==> src/rtl/mux_scan_pkg.sv <==
// Shared types and constants for the mux scan serializer.
// MUX_SCAN_PARITY_EN adds the PARITY state, which sends a ninth parity beat.
package mux_scan_pkg;

    localparam int unsigned WORD_W   = 8;
    localparam int unsigned SEL_W    = 3;
    localparam int unsigned LAST_IDX = 7;

    typedef enum logic [1:0] {
        StIdle   = 2'd0,
        StShift  = 2'd1,
        StParity = 2'd2
    } state_e;

    // Even parity over the word plus the parity bit itself.
    function automatic logic word_parity(input logic [0:WORD_W-1] word);
        return ^word;
    endfunction

endpackage

==> src/rtl/mux8_cell.sv <==
// Combinational 8:1 select of a word.
// i_sel[0] has weight 1 and i_sel[2] has weight 4.
module mux8_cell
    import mux_scan_pkg::*;
(
    input  logic [0:WORD_W-1] i_data,
    input  logic [0:SEL_W-1]  i_sel,
    output logic              o_y
);

    logic [SEL_W-1:0] w_idx;

    always_comb begin
        for (int i = 0; i < SEL_W; i++) begin
            w_idx[i] = i_sel[i];
        end
        o_y = i_data[w_idx];
    end

endmodule

==> src/rtl/mux_scan_serializer.sv <==
// Parallel-to-serial scanner that owns the word and select lines of an 8:1 mux.
// MUX_SCAN_PARITY_EN adds a ninth even-parity beat after beat 7.
module mux_scan_serializer
    import mux_scan_pkg::*;
(
    input  logic              clk,
    input  logic              rst,
    input  logic              load_valid,
    output logic              load_ready,
    input  logic [0:WORD_W-1] load_data,
    output logic              ser_valid,
    input  logic              ser_ready,
    output logic              ser_data,
    output logic              ser_first,
    output logic              ser_last,
    output logic [0:SEL_W-1]  sel
);

    state_e            r_state;
    logic [SEL_W-1:0]  r_idx;
    logic [0:WORD_W-1] r_word;
    logic [0:SEL_W-1]  w_sel_idx;
    logic              w_mux_y;
    logic              w_idx_last;

    always_comb begin
        for (int i = 0; i < SEL_W; i++) begin
            w_sel_idx[i] = r_idx[i];
        end
        w_idx_last = (r_idx == SEL_W'(LAST_IDX));
    end

    mux8_cell u_mux8_cell (
        .i_data (r_word),
        .i_sel  (w_sel_idx),
        .o_y    (w_mux_y)
    );

    always_ff @(posedge clk or posedge rst) begin
        if (rst) begin
            r_state <= StIdle;
            r_idx   <= '0;
            r_word  <= '0;
        end else begin
            case (r_state)
                StIdle: begin
                    if (load_valid) begin
                        r_word  <= load_data;
                        r_idx   <= '0;
                        r_state <= StShift;
                    end
                end
                StShift: begin
                    if (ser_ready) begin
                        if (w_idx_last) begin
                            r_idx <= '0;
`ifdef MUX_SCAN_PARITY_EN
                            r_state <= StParity;
`else
                            r_state <= StIdle;
`endif
                        end else begin
                            r_idx <= r_idx + SEL_W'(1);
                        end
                    end
                end
`ifdef MUX_SCAN_PARITY_EN
                StParity: begin
                    if (ser_ready) begin
                        r_state <= StIdle;
                    end
                end
`endif
                default: r_state <= StIdle;
            endcase
        end
    end

    // Outputs decode from registered state only; ser_ready never reaches load_ready.
    always_comb begin
        load_ready = (r_state == StIdle);
        ser_valid  = 1'b0;
        ser_data   = 1'b0;
        ser_first  = 1'b0;
        ser_last   = 1'b0;
        sel        = '0;
        case (r_state)
            StShift: begin
                ser_valid = 1'b1;
                ser_data  = w_mux_y;
                sel       = w_sel_idx;
                ser_first = (r_idx == '0);
`ifdef MUX_SCAN_PARITY_EN
                ser_last  = 1'b0;
`else
                ser_last  = w_idx_last;
`endif
            end
`ifdef MUX_SCAN_PARITY_EN
            StParity: begin
                ser_valid = 1'b1;
                ser_data  = word_parity(r_word);
                sel       = '1;
                ser_last  = 1'b1;
            end
`endif
            default: ;
        endcase
    end

endmodule
==> config.mk <==
export PLATFORM = sky130hd
export DESIGN_NAME = mux_scan_serializer
export DESIGN_NICKNAME = d
export VERILOG_FILES = /design/src/rtl/mux_scan_pkg.sv /design/src/rtl/mux8_cell.sv /design/src/rtl/mux_scan_serializer.sv
export SDC_FILE = /design/constraint.sdc
export NUM_CORES = 1
export LEC_CHECK = 0
export BUFFER_PORTS_ARGS = -buffer_cell sky130_fd_sc_hd__buf_2
export CAP_MARGIN = 40
export CORE_MARGIN = 4
export CORE_UTILIZATION = 47
export CTS_CLUSTER_DIAMETER = 40
export CTS_CLUSTER_SIZE = 40
export DETAILED_ROUTE_END_ITERATION = 8
export GPL_TIMING_DRIVEN = 1
export PLACE_DENSITY = 0.77
export SKIP_CTS_REPAIR_TIMING = 1
export SLEW_MARGIN = 10
export SYNTH_ARGS = -nofsm -noshare
export SYNTH_HDL_FRONTEND = slang
export SYNTH_SLANG_ARGS = --single-unit
==> constraint.sdc <==
create_clock -name clk -period 1.6 [get_ports clk]
set_input_delay 0.08 -clock clk [delete_from_list [all_inputs] [get_ports clk]]
set_output_delay 0.08 -clock clk [all_outputs]
set_load 0.005 [all_outputs]
Word level (Yosys, flattened, before mapping)
Cells that the tools add are included.
{ "word_totals": {"ramBits": 0, "romBits": 0, "memories": 0, "register_bits": 13, "latchBits": 0, "inputBits": 12} }
{ "classes": {"shifts": 0, "magnitude_cmp": 1, "div": 0, "n_mul": 0, "addsub": 1, "n_eq_ne": 5, "n_reduce_logical": 6, "n_mux": 16, "n_bitwise": 1} }
{ "ops": {"columns": ["cell", "n"], "rows": [
  ["$mux 3", 4],
  ["$mux 1", 6],
  ["$mux 2", 3],
  ["$ne 2x2->1 const B", 3],
  ["$pmux 3 s2", 1],
  ["$reduce_and 3->1", 2],
  ["$ge 4x4->1 const B", 1],
  ["$not 3->4", 1],
  ["$pmux 2 s2", 1],
  ["$add 3x1->3 const B", 1],
  ["$bmux 1 s3", 1],
  ["$eq 3x3->1 const B", 1],
  ["$logic_not 3->1", 1],
  ["$eq 2x1->1 const B", 1],
  ["$logic_not 2->1", 1],
  ["$reduce_and 2->1", 1],
  ["$reduce_bool 2->1", 1]
]} }

Depth between registers and ports, before layout
Gate-level depths: netlist (run 1).
{ "depth": {"ltp_word": 5, "depth_mapped": 4} }

Modules after synthesis
Synthesis (run 1) repeated with hierarchy kept, for this count alone.
{ "unflattened": {"hier_cells": 47, "hier_area_um2": 649.4} }
{ "modules_own_cells": {"columns": ["module", "area_per_inst_um2", "n_inst", "seq_area_each_um2", "cells_per_inst"], "rows": [
  ["mux_scan_serializer", 585.6, 1, 300.3, 44],
  ["mux8_cell", 63.8, 1, 0.0, 3]
]} }

Worst setup path before layout (run 1)
No wires, ideal clock.
{ "synth_timing": {"kind": "register to output", "start": "register r_idx[2]", "end": "output port ser_data", "path_stages_with_launch": 3, "t_arrival_ns": 1.169, "required_time_ns": 1.520, "path_slack_ns": 0.351, "cell_sequence": "dfrtp_1 -> mux4_2 -> a22o_1"} }
{ "synth_between": {"elab_chain_len": 5} }
{ "synth_rtl": {"columns": ["element", "line_no", "rtl"], "rows": [
  ["start, declared", "mux_scan_serializer.sv:20", "logic [SEL_W-1:0] r_idx;"],
  ["start signal, assigned", "mux_scan_serializer.sv:63", "r_idx <= r_idx + SEL_W'(1);"],
  ["$not 3->4 (not written as such)", "mux8_cell.sv:17", "o_y = i_data[w_idx];"],
  ["$bmux 1 s3", "mux8_cell.sv:17", null],
  ["$mux 1 (not written as such) (2 in series)", "mux8_cell.sv:17", null],
  ["$mux 1", "mux_scan_serializer.sv:87", "case (r_state)"],
  ["end, declared", "mux_scan_serializer.sv:13", "output logic ser_data,"]
]} }
No other way between the ends. The select of a mux whose other input is x is not followed.

Final worst setup path (run 1)
Ends and elaborated chain as after synthesis.

==> results of run 1 <==
synth_stat cells:
library cell / instances
a22o_1: 1
a31oi_1: 1
a32o_1: 2
and2_1: 2
and2_2: 1
buf_2: 2
dfrtp_1: 12
ha_1: 3
inv_1: 4
mux2_2: 8
mux2i_1: 2
mux4_1: 1
mux4_2: 1
nand2_1: 1
nor2_1: 4
nor2b_1: 2
o2bb2ai_1: 1
worst max-delay path, stage by stage, from the launching register on:
cell	delay, ns
dfrtp_2	0.42
mux4_2	0.50
a22o_1	0.21
buf_2	0.12
registers in the layout, summed over array words and instances (netlist names):
name     flops
r_idx        3
r_word       8
r_state      1
kinds of logic (layout without fill, tap and decap cells):
logic type	after synthesis	count (layout)
AO/OA/AOI/OAI	5	5
flip-flops	12	12
adder cells (fa/ha/maj)	3	3
multiplexers	12	12
AND/OR/NAND/NOR	10	10
buffers and inverters	6	33
metrics by stage:
| stage | cells | hold WS [ns] | total power [mW] | setup TNS [ns] | utilization, % |
|---|---|---|---|---|---|
| 2_1_floorplan | 48 | -0.0553 | 0.952 | 0 | - |
| 3_3_place_gp | 81 | 0.103 | 1.13 | 0 | 62.7 |
| 3_5_place_dp | 81 | 0.103 | 1.17 | 0 | 62.7 |
| 4_1_cts | 85 | -0.202 | 1.41 | -0.111 | 65.8 |
| 5_1_grt | 89 | 0.0205 | 1.58 | -0.148 | 68.4 |
| 6_report | 89 | 0.0290 | 1.45 | -0.0152 | 68.4 |
metal layers:
metal	track usage, %	wire, um	vias up
met1	19.0	504	208
met3	3.66	63	2
met4	7.23	27	0
met2	23.3	616	12
met5	0	0	-
li1	-	-	224
path summary, 6_finish.rpt:
check / start / to / slack, ns / cells past startpoint
worst max-delay path: r_idx[2] / ser_data / -0.02 / 3
worst min-delay path: load_data[7] / r_word[7] / 0.03 / 2
worst max register to register: r_idx[1] / r_idx[2] / 0.26 / 5
worst min register to register: r_word[7] / r_word[7] / 0.51 / 1
max in group asynchronous: rst / r_idx[2] / 0.92 / 3
min in group asynchronous: rst / r_word[1] / 0.35 / 3
cell type report:
cell class                      instances  area [um2]
Clock buffer                            4        36.3
Multi-Input combinational cell         30         288
Timing Repair Buffer                   25         143
Fill cell                              97         370
Tap cell                               14        17.5
Inverter                                4        15.0
Sequential cell                        12         302
power breakdown:
part | internal, mW | switching [mW]
clock network | 0.139 | 0.108
logic | 0.411 | 0.235
registers | 0.449 | 0.112
==> impl_metrics.env, run 1 <==
export IMPL_status="finished with violations"
export IMPL_cap_viol_max_count=0
export IMPL_yosys_area_share_simple_pct=8.32
export IMPL_clockBufferDepth=2
export IMPL_yosysUniqueCellTypes=17
export IMPL_dpl_cell_area_um2=734
export IMPL_grt_usage_pct=14.8
export IMPL_synth_compound_area_share_pct=7.10
export IMPL_synth_area_um2=617
export IMPL_firstDrtPassIters=4
export IMPL_num_vias=446
export IMPL_worst_pin_slew_ns=0.447
export IMPL_synth_fa_ha_area_share_pct=6.09
export IMPL_setup_viol=1
export IMPL_hold_class="in -> reg"
export IMPL_synthTopCellsByArea="dfrtp_1 (49%), mux2_2 (15%), ha_1 (6.1%)"
export IMPL_route_detailed_drc=0
export IMPL_grt_first_pass_wirelength_mm=2.01
export IMPL_finalCritPeriodShare_pct=101
export IMPL_initial_core_util_pct=52.7
export IMPL_drive_gt1_share_pct=53.3
export IMPL_synth_top_family_by_area="multiplexers"
export IMPL_viasPerCell=5.01
export IMPL_synth_area_mux_share_pct=25.8
export IMPL_setup_ws_ns=-0.0152
export IMPL_grt_pass1_vias=430
export IMPL_irDropWorstVdd_mv=0.893
export IMPL_clkSinkCount=12
export IMPL_postLayoutCellArea_um2=801
export IMPL_ant_nets=0
export IMPL_finalMaxSlewViolations=0
export IMPL_htree_levels=1
export IMPL_synthCells=48
export IMPL_die_h_um=44.2
export IMPL_die_x_um=44.2
export IMPL_gp_congestion=0.700
export IMPL_routed_wl_mm=1.21
export IMPL_gr_total_overflow=0
export IMPL_synthToLayoutAreaGrowth_pct=29.8
export IMPL_synth_xor_area_share_pct=0
export IMPL_hold_viol=0
export IMPL_yosysWarnings=0
export IMPL_leakagePower_nw=0.413
export IMPL_coreArea_um2=1170
export IMPL_avgSynthCellArea_um2=12.9
export IMPL_n_antenna_cell=0
export IMPL_violations="negative setup slack"
export IMPL_dp_hpwl_um=964
export IMPL_numCtsBuffers=3
export IMPL_io_buffers=19
export IMPL_powerDensity_nw_per_um2=1820
export IMPL_maxSlewHeadroom_pct=70.2
export IMPL_crit_path_end_kind="output pin"
export IMPL_critPathKind="reg -> out"
export IMPL_cp_start_kind="flip-flop"
export IMPL_place_ws_ns=0.202
export IMPL_yosys_area_top_type_share_pct=48.7
export IMPL_wire_per_inst_um=13.6
export IMPL_cp_arrival_ns=1.54
export IMPL_cp_max_fo=6
export IMPL_yosysSeqAreaShare_pct=48.7
export IMPL_die_area_um2=1960
export IMPL_skew_ns=0.00459
export IMPL_clkLatencyLatePin_ns=0.28
export IMPL_final_cell_mix="buf_2 (19), dfrtp_1 (11), mux2_2 (8)"
export IMPL_path_clk_slew_ns=0.08
export IMPL_row_count=12
export IMPL_rsz0062_at_grt="yes"
export IMPL_grt_max_degree=13
export IMPL_tritoncts="yes"
export IMPL_max_freq_ghz=0.619
export IMPL_fin_crit_ns=1.62
export IMPL_ys_seq_elements=12
export IMPL_synth_area_leader_cell="dfrtp_1"
export IMPL_cts_root_buffer="clkbuf_4"
export IMPL_finalNetCount=91
export IMPL_mostFrequentLayoutCell="buf_2"
export IMPL_drt_initial_drc_count=13
export IMPL_grt_antenna_before_repair=0
export IMPL_cp_required_ns=1.52
export IMPL_io_pins=20
export IMPL_syn_nets=63
No activity file was read; power rests on OpenSTA's default activity.
==> inputs of run 2 (changes only) <==
Settings changed: CORE_AREA set to 4 4 41 43, CORE_MARGIN 4 to not set, CORE_UTILIZATION 47 to not set, CTS_BUF_LIST set to sky130_fd_sc_hd__clkbuf_4 sky130_fd_sc_hd__clkbuf_8, DIE_AREA set to 0 0 45 47, PLACE_DENSITY 0.77 to 0.76.
==> run 2 against run 1 <==
Utilization is 8.3 points lower. Largest cell class unchanged. Sequential share of layout area up 1.1 points. Global-route usage fell by 3.1 points. Critical endpoint unchanged. Combinational power down 2%. Highest routed layer is now met3. Sequential cell count stayed put. Count of clock-buffer cells in the layout is 1 lower. Register-to-register slack better by 0.04 ns. The flow now finishes without violations. Critical path depth stayed put. Fmax up 4.1%. Worst hold slack better by 0.016 ns. Sequential power decreased by 0.9%. Critical path type unchanged. Power is 6.1% lower.
==> impl_metrics.env, run 2 (same netlist as run 1, synthesis figures left out) <==
export IMPL_status="complete, no violations"
export IMPL_n_antenna_cell=0
export IMPL_finalSetupTns_ns=0
export IMPL_path_cells="mux4_2, a22o_1, buf_2"
export IMPL_max_freq_ghz=0.644
export IMPL_clkLatencyLatePin_ns=0.26
export IMPL_skew_ns=0.00186
export IMPL_place_ws_ns=0.205
export IMPL_fin_crit_ns=1.55
export IMPL_path_clk_slew_ns=0.07
export IMPL_cp_slowest_stage_delay_ns=0.49
export IMPL_cap_viol_max_count=0
export IMPL_route_detailed_drc=0
export IMPL_grt_pass1_vias=443
export IMPL_tritoncts="yes"
export IMPL_viasPerCell=4.94
export IMPL_numCtsBuffers=3
export IMPL_leakagePower_nw=0.400
export IMPL_cp_slowest_cell="mux4_2"
export IMPL_rsz0062_at_grt="yes"
export IMPL_initial_core_util_pct=47.4
export IMPL_worst_pin_slew_ns=0.462
export IMPL_die_x_um=45
export IMPL_drive_gt1_share_pct=53.4
export IMPL_setup_ws_ns=0.0477
export IMPL_critPathKind="reg -> out"
export IMPL_mostFrequentLayoutCell="buf_2"
export IMPL_final_core_util_pct=60.1
export IMPL_grt_first_pass_wirelength_mm=1.76
export IMPL_grt_util_met3_pct=3.83
export IMPL_clkSinkCount=12
export IMPL_finalCritPeriodShare_pct=97.0
export IMPL_num_vias=435
export IMPL_ant_nets=0
export IMPL_largest_reg_flops=8
export IMPL_final_cell_mix="buf_2 (19), dfrtp_1 (10), mux2_2 (8)"
export IMPL_met2_usage_pct=20.3
export IMPL_maxSlewHeadroom_pct=69.2
export IMPL_reg_top3="r_word: 8 flops, r_idx: 3 flops, r_state: 1 flops"
export IMPL_clockBufferDepth=2
export IMPL_coreArea_um2=1300
export IMPL_gp_congestion=0.712
export IMPL_firstDrtPassIters=2
export IMPL_routed_wl_mm=1.11
export IMPL_io_pins=20
export IMPL_grt_usage_pct=11.7
export IMPL_cp_start_kind="flip-flop"
export IMPL_gr_total_overflow=0
export IMPL_row_count=13
export IMPL_cp_max_fo=3
export IMPL_cp_arrival_ns=1.47
export IMPL_cts_root_buffer="clkbuf_4"
export IMPL_finalNetCount=90
export IMPL_cp_required_ns=1.52
export IMPL_drt_initial_drc_count=1
export IMPL_htree_levels=1
export IMPL_irDropWorstVdd_mv=0.852
export IMPL_die_h_um=47
export IMPL_dp_cells=82
export IMPL_grt_max_degree=13
export IMPL_crit_path_end_kind="output pin"
export IMPL_grt_use_met1_pct=13.0
export IMPL_powerDensity_nw_per_um2=1750
export IMPL_wire_per_inst_um=12.6
export IMPL_setup_viol=0
export IMPL_hold_ws_ns=0.0453
export IMPL_top_usage_layer="met2"
export IMPL_instances_no_fill=88
export IMPL_synthToLayoutAreaGrowth_pct=26.8
export IMPL_hold_viol=0
export IMPL_top_register="r_word"
export IMPL_io_buffers=19
export IMPL_hold_class="in -> reg"
export IMPL_cp_num_buf_inv=1
export IMPL_grt_antenna_before_repair=0
export IMPL_die_area_um2=2120
export IMPL_finalMaxSlewViolations=0
export IMPL_path_delay_family="multiplexers"
-- run 2: changes by cell type in the layout (fill, tap and decap cells not counted) --
cell and delta:
buf_4 -1, clkbuf_8 -1, dfrtp_1 -1, dfrtp_2 +1
-- run 2: power by group --
group | internal, mW | switching, mW | leakage [nW]
sequential | 0.452 | 0.104 | 0.141
clock | 0.0868 | 0.0897 | 0.0138
combinational | 0.398 | 0.235 | 0.245
-- run 2: final cells by class --
cell class	instances	area, um2
Inverter	4	15.0
Fill cell	119	519
Sequential cell	12	303
Multi-Input combinational cell	30	288
Timing Repair Buffer	24	135
Tap cell	15	18.8
Clock buffer	3	22.5
-- run 2: per-stage QoR --
step	power [mW]	instance area, um2
2_1_floorplan	0.952	617
3_3_place_gp	1.14	736
3_5_place_dp	1.16	736
4_1_cts	1.33	758
5_1_grt	1.48	782
6_report	1.36	782
-- run 2: worst paths after layout --
path	from	slack [ns]	cells after the start	endpoint
worst max-delay path	r_idx[2]	0.05	3	ser_data
worst min-delay path	load_data[5]	0.05	2	r_word[5]
worst max register to register	r_idx[0]	0.30	4	r_idx[2]
worst min register to register	r_word[7]	0.51	1	r_word[7]
max in group asynchronous	rst	0.89	3	r_idx[1]
min in group asynchronous	rst	0.37	3	r_state[0]
-- run 2: metal layers --
metal / up-vias / part of all wire (%)
li1: 223 / -
met5: - / 0
met4: 0 / 0
met3: 0 / 5.9
met2: 9 / 49
met1: 203 / 45
